### config.mk
export PLATFORM = sky130hd
export DESIGN_NAME = writeback_stage
export DESIGN_NICKNAME = d
export VERILOG_FILES = /design/src/rtl/writeback_stage_pkg.sv /design/src/rtl/sat_counter.sv /design/src/rtl/writeback_stage.sv
export SDC_FILE = /design/constraint.sdc
export NUM_CORES = 1
export LEC_CHECK = 0
export BUFFER_PORTS_ARGS = -buffer_cell sky130_fd_sc_hd__buf_2
export CORE_ASPECT_RATIO = 1.25
export CORE_UTILIZATION = 53
export DETAILED_ROUTE_END_ITERATION = 10
export GPL_ROUTABILITY_DRIVEN = 0
export PLACE_DENSITY = 0.95
export SYNTH_ARGS = -nofsm -noshare
export SYNTH_HDL_FRONTEND = slang
export SYNTH_HIERARCHICAL = 1
export SYNTH_SLANG_ARGS = --single-unit
### constraint.sdc
create_clock -name clk -period 3.83 [get_ports clk]
set_input_delay 0.383 -clock clk [delete_from_list [all_inputs] [get_ports clk]]
set_output_delay 0.383 -clock clk [all_outputs]
set_load 0.1 [all_outputs]
### src/rtl/writeback_stage_pkg.sv
// Shared core defines for the memory/writeback stage: data widths and FSM encoding.
package writeback_stage_pkg;

  localparam int REG_SIZE     = 32;
  localparam int REG_PTR_SIZE = 5;

  typedef enum logic [1:0] {
    IDLE     = 2'd0,
    WB       = 2'd1,
    WAIT_MEM = 2'd2
  } wb_state_e;

endpackage

### src/rtl/sat_counter.sv
// Saturating up-counter with enable; reusable for core performance counters.
module sat_counter #(
  parameter int W = 16
) (
  input  logic         clk_i,
  input  logic         rst_ni,
  input  logic         en_i,
  output logic [W-1:0] cnt_o
);

  logic [W-1:0] cnt_q, cnt_d;

  // Increment when enabled, holding at all-ones instead of wrapping.
  always_comb begin
    cnt_d = cnt_q;
    if (en_i && (cnt_q != {W{1'b1}})) begin
      cnt_d = cnt_q + W'(1);
    end
  end

  // Counter register.
  always_ff @(posedge clk_i or negedge rst_ni) begin
    if (!rst_ni) begin
      cnt_q <= '0;
    end else begin
      cnt_q <= cnt_d;
    end
  end

  assign cnt_o = cnt_q;

endmodule

### src/rtl/writeback_stage.sv
// Memory/writeback pipeline stage: captures retiring instructions, waits for
// load data, and drives the register file write port.
//
// state    | meaning
// ---------+---------------------------------------------
// IDLE     | no result held, nothing written
// WB       | latched result is written this cycle
// WAIT_MEM | load accepted, waiting for mem_rsp_valid
module writeback_stage
  import writeback_stage_pkg::*;
#(
  parameter int CORE_NUM = 0,
  parameter int CNT_W    = 16
) (
  input  logic                    clk,
  input  logic                    reset,
  input  logic                    XM_valid,
  output logic                    XM_ready,
  input  logic [REG_SIZE-1:0]     XM_result,
  input  logic [REG_PTR_SIZE-1:0] XM_dst,
  input  logic                    XM_wb,
  input  logic                    XM_is_load,
  input  logic                    mem_rsp_valid,
  input  logic [REG_SIZE-1:0]     mem_rsp_data,
  output logic                    W_we,
  output logic [REG_SIZE-1:0]     W_result,
  output logic [REG_PTR_SIZE-1:0] MW_insn_dst,
  output logic                    pend_valid,
  output logic [REG_PTR_SIZE-1:0] pend_dst,
  output logic [CNT_W-1:0]        stall_cnt,
  output logic                    err_rsp
);

  // CORE_NUM only names the instance for debug; reject nonsense values.
  if (CORE_NUM < 0) begin : g_core_num_check
    $error("writeback_stage: CORE_NUM must be non-negative");
  end

  wb_state_e               state_q, state_d;
  logic [REG_SIZE-1:0]     res_q, res_d;
  logic [REG_PTR_SIZE-1:0] dst_q, dst_d;
  logic                    wb_q, wb_d;
  logic                    err_q, err_d;
  logic                    accept;
  logic                    stall_en;

  // Ready depends on state only, so upstream never sees a combinational loop.
  assign XM_ready = (state_q != WAIT_MEM);
  assign accept   = XM_valid & XM_ready;

  // Next-state and datapath capture.
  always_comb begin
    state_d = state_q;
    res_d   = res_q;
    dst_d   = dst_q;
    wb_d    = wb_q;
    case (state_q)
      IDLE, WB: begin
        if (accept) begin
          dst_d = XM_dst;
          wb_d  = XM_wb;
          if (XM_is_load) begin
            state_d = WAIT_MEM;
          end else begin
            res_d   = XM_result;
            state_d = WB;
          end
        end else begin
          state_d = IDLE;
        end
      end
      WAIT_MEM: begin
        if (mem_rsp_valid) begin
          res_d   = mem_rsp_data;
          state_d = WB;
        end
      end
      default: state_d = IDLE;
    endcase
  end

  // A response with no load outstanding is dropped but remembered.
  assign err_d    = err_q | (mem_rsp_valid & (state_q != WAIT_MEM));
  assign stall_en = (state_q == WAIT_MEM) & ~mem_rsp_valid;

  // State and latched instruction registers.
  always_ff @(posedge clk or negedge reset) begin
    if (!reset) begin
      state_q <= IDLE;
      res_q   <= '0;
      dst_q   <= '0;
      wb_q    <= 1'b0;
      err_q   <= 1'b0;
    end else begin
      state_q <= state_d;
      res_q   <= res_d;
      dst_q   <= dst_d;
      wb_q    <= wb_d;
      err_q   <= err_d;
    end
  end

  sat_counter #(
    .W(CNT_W)
  ) u_stall_cnt (
    .clk_i (clk),
    .rst_ni(reset),
    .en_i  (stall_en),
    .cnt_o (stall_cnt)
  );

  assign W_we        = (state_q == WB) & wb_q;
  assign W_result    = res_q;
  assign MW_insn_dst = dst_q;
  assign pend_valid  = (state_q == WAIT_MEM);
  assign pend_dst    = pend_valid ? dst_q : '0;
  assign err_rsp     = err_q;

endmodule

==> metrics.md <==
| Metric | Value |
|---|---|
| TritonCTS clock tree | done |
| Core Region | 6170 sq um |
| Layout cells sized above 1 | 0.473 |
| Max clock buf depth | 2 |
| Hold_buf cts | 0 |
| Global Route Usage Sum | 0.269 |
| Area delta synth->final | 27.1% |
| I/O pins | 137 |
| Critical setup path kind | reg -> out |
| Pwr Density | 679 nW/um^2 |
| Clock Latency Late Sink | 0.33 ns |
| Routed met1 length | 3.71 mm |
| Post-DP Area | 4050 sq um |
| Final ANT Viol Nets | 0 |
| Syn avg cell area | 11.6 sq um |
| Post-Syn Nets | 368 |
| Area contributors post-synth | dfrtp_1, a311oi_2, nor4bb_1, nor4b_1, inv_1 |
| Slew Limit Fails | 0 |
| Max Used Layer | met4 |
| EDFF count, synth | 0 |
| DRT Pass-1 Iters | 4 |
| Grt total ovfl | 0 |
| Largest net degree at the start of global routing | 42 |
| Antenna diodes | 0 |
| Leakage | 2.01 nW |
| RSZ-0062 raised after global routing | no |
| Die height | 91.2 microns |
| Post-Syn Instances | 292 |
| Seq/Total Area, Yosys | 0.423 |
| Status | completed |
| CP Cell Sequence | nand2b_1 > inv_2 > and2_1 > buf_2 |
| Metal2 WL | 4.39 mm |
| Final worst slack | 1.44 ns |
| Area share of the largest cell type after synthesis | 0.423 |
| CTS Buf Count | 9 |
| Detailed-route via count | 2937 |
| Worst r2r path cells | 6 |
| Cell family contributing the most delay on the critical path | flip-flops |
| CP endpoint kind | output pin |
| Setup violations, final | 0 |
| Initial Utilization | 0.547 |
| Commonest non-fill, non-tap cells in the layout | buf_2, dfrtp_1, inv_1, nor4bb_1, nor4b_1 |
| Clock skew | 0.00597 ns |
| Clock sinks | 57 |
| Critical path buffer and inverter count | 2 |
| Hold_ws | 0.145 ns |
| Worst VDD drop | 0.000572 V |
| Setup TNS | 0 ns |
| Number of DRC markers in iteration 0 | 206 |
| First-pass GRT wire length | 13.8 mm |
| Final Instance Area | 4290 sq um |
| Die area | 6690 sq um |
| Setup WS pre-CTS | 1.52 ns |
| Root Buffer | clkbuf_8 |
| Fmax achieved | 0.418 GHz |
| DRC violations left | 0 |
| Vias in the first global route | 2859 |
| Row Count | 32 |
| Post-synth ARST share | 1.00 |
| Core Util, Final | 0.696 |
| Synth cell types | 43 |
| Tmin final | 2.39 ns |
| Yosys warning count | 6 |
| Worst-path clk slew | 0.07 ns |
| Initial antenna violation count | 0 |
| CP peak stage delay | 0.62 ns |
| Most common cell after layout, fill and taps aside | buf_2 |
| Slowest cell on crit path | dfrtp_1 |
| Worst-path fanout max | 20 |
| Final period util | 0.625 |
| Routed length on met3 | 643 microns |
| Setup Buffers After CTS | 0 |
| # Max-Cap Violations | 0 |
| Nets | 490 |
| Main synth FF type | dfrtp_1 |
| Vias/cell | 5.83 |
| Post-synthesis cell type with the largest combined area | dfrtp_1 |
| HPWL after DPL | 6.14 mm |
| Number of port buffers | 136 |
| Mapped Area | 3380 sq um |
| HP Class | in -> async |
| Max-slew headroom | 0.307 |
| H-tree depth | 3 |
| Worst path depth | 4 |
| Post-CTS resize count | 0 |
| Critical Path Source Type | register |
| WP data required | 3.45 ns |
| Routed WL | 8.91 mm |
| Average wire per standard cell | 17.7 microns |
| Worst EP arrival | 2.01 ns |
| Least-Margin Pin Slew | 1.04 ns |
| Fin. Hold Viols | 0 |
| Die boundary width | 73.4 microns |
| Filler Cell Count | 492 |
| Synth Register Bits | 57 |
-- synth_stat cells, drive strengths merged (6+ instances only) --
cell type / count
clkbuf: 20
nor4b: 32
inv: 33
nand4: 10
mux2: 7
nor4bb: 32
dfrtp: 57
buf: 9
a311oi: 32
nand2: 6
nand3: 6
-- state kept, by name (all words and copies together) (netlist names) --
register,count
W_result,32
u_stall_cnt/cnt_o,16
MW_insn_dst,5
state_q,2
err_rsp,1
wb_q,1
-- power by group --
| group | internal [mW] | switching (mW) |
|---|---|---|
| Combinational | 0.260 | 1.14 |
| Sequential | 0.719 | 0.108 |
| Clock | 0.432 | 0.257 |
-- per-stage QoR --
stage | cells | total power, mW
final | 504 | 2.92
after detailed placement | 488 | 2.24
after floorplan | 292 | 1.98
after CTS | 504 | 2.93
after global placement | 488 | 2.22
after global routing | 504 | 3.02
-- final timing paths --
path                             from                    to  slack [ns]
hold / removal                  reset          W_result[31]        0.15
hold reg to reg               err_rsp               err_rsp        0.50
setup / recovery           state_q[0]           pend_dst[2]        1.44
min in group clk            XM_dst[3]        MW_insn_dst[3]        0.26
setup reg to reg           state_q[0]  u_stall_cnt/cnt_o[7]        1.58
max in group asynchronous       reset               err_rsp        2.88
-- layer usage --
layer | global-route usage | vias up
met5 | 0 | -
met4 | 0.0978 | 0
met3 | 0.0688 | 17
met2 | 0.438 | 135
met1 | 0.342 | 1413
li1 | - | 1372
-- worst register-to-register path, delay by kind of cell, from the launching register on --
kind            cells  cell delay (ns)
flops               1             0.62
compound gates      2             0.25
simple gates        4             1.31
-- cell type report --
cell class	instances	area, sq um	area share
multi-input combinational	173	1680	0.392
sequential	57	1430	0.333
timing repair buffer	140	711	0.166
clock buffer	9	124	0.0289
inverter	33	124	0.0289
clock inverter	7	119	0.0277
tap	85	106	0.0248
-- cell families after synthesis --
logic type      count (synthesis)  synth area share
compound gates                 49             0.175
simple gates                  109             0.277
xor+xnor                        7            0.0182
mux                             7            0.0234
fa+ha+maj                       1           0.00371
buf+inv                        62            0.0797
flops                          57             0.423
Power figures use the tool's default switching activity.
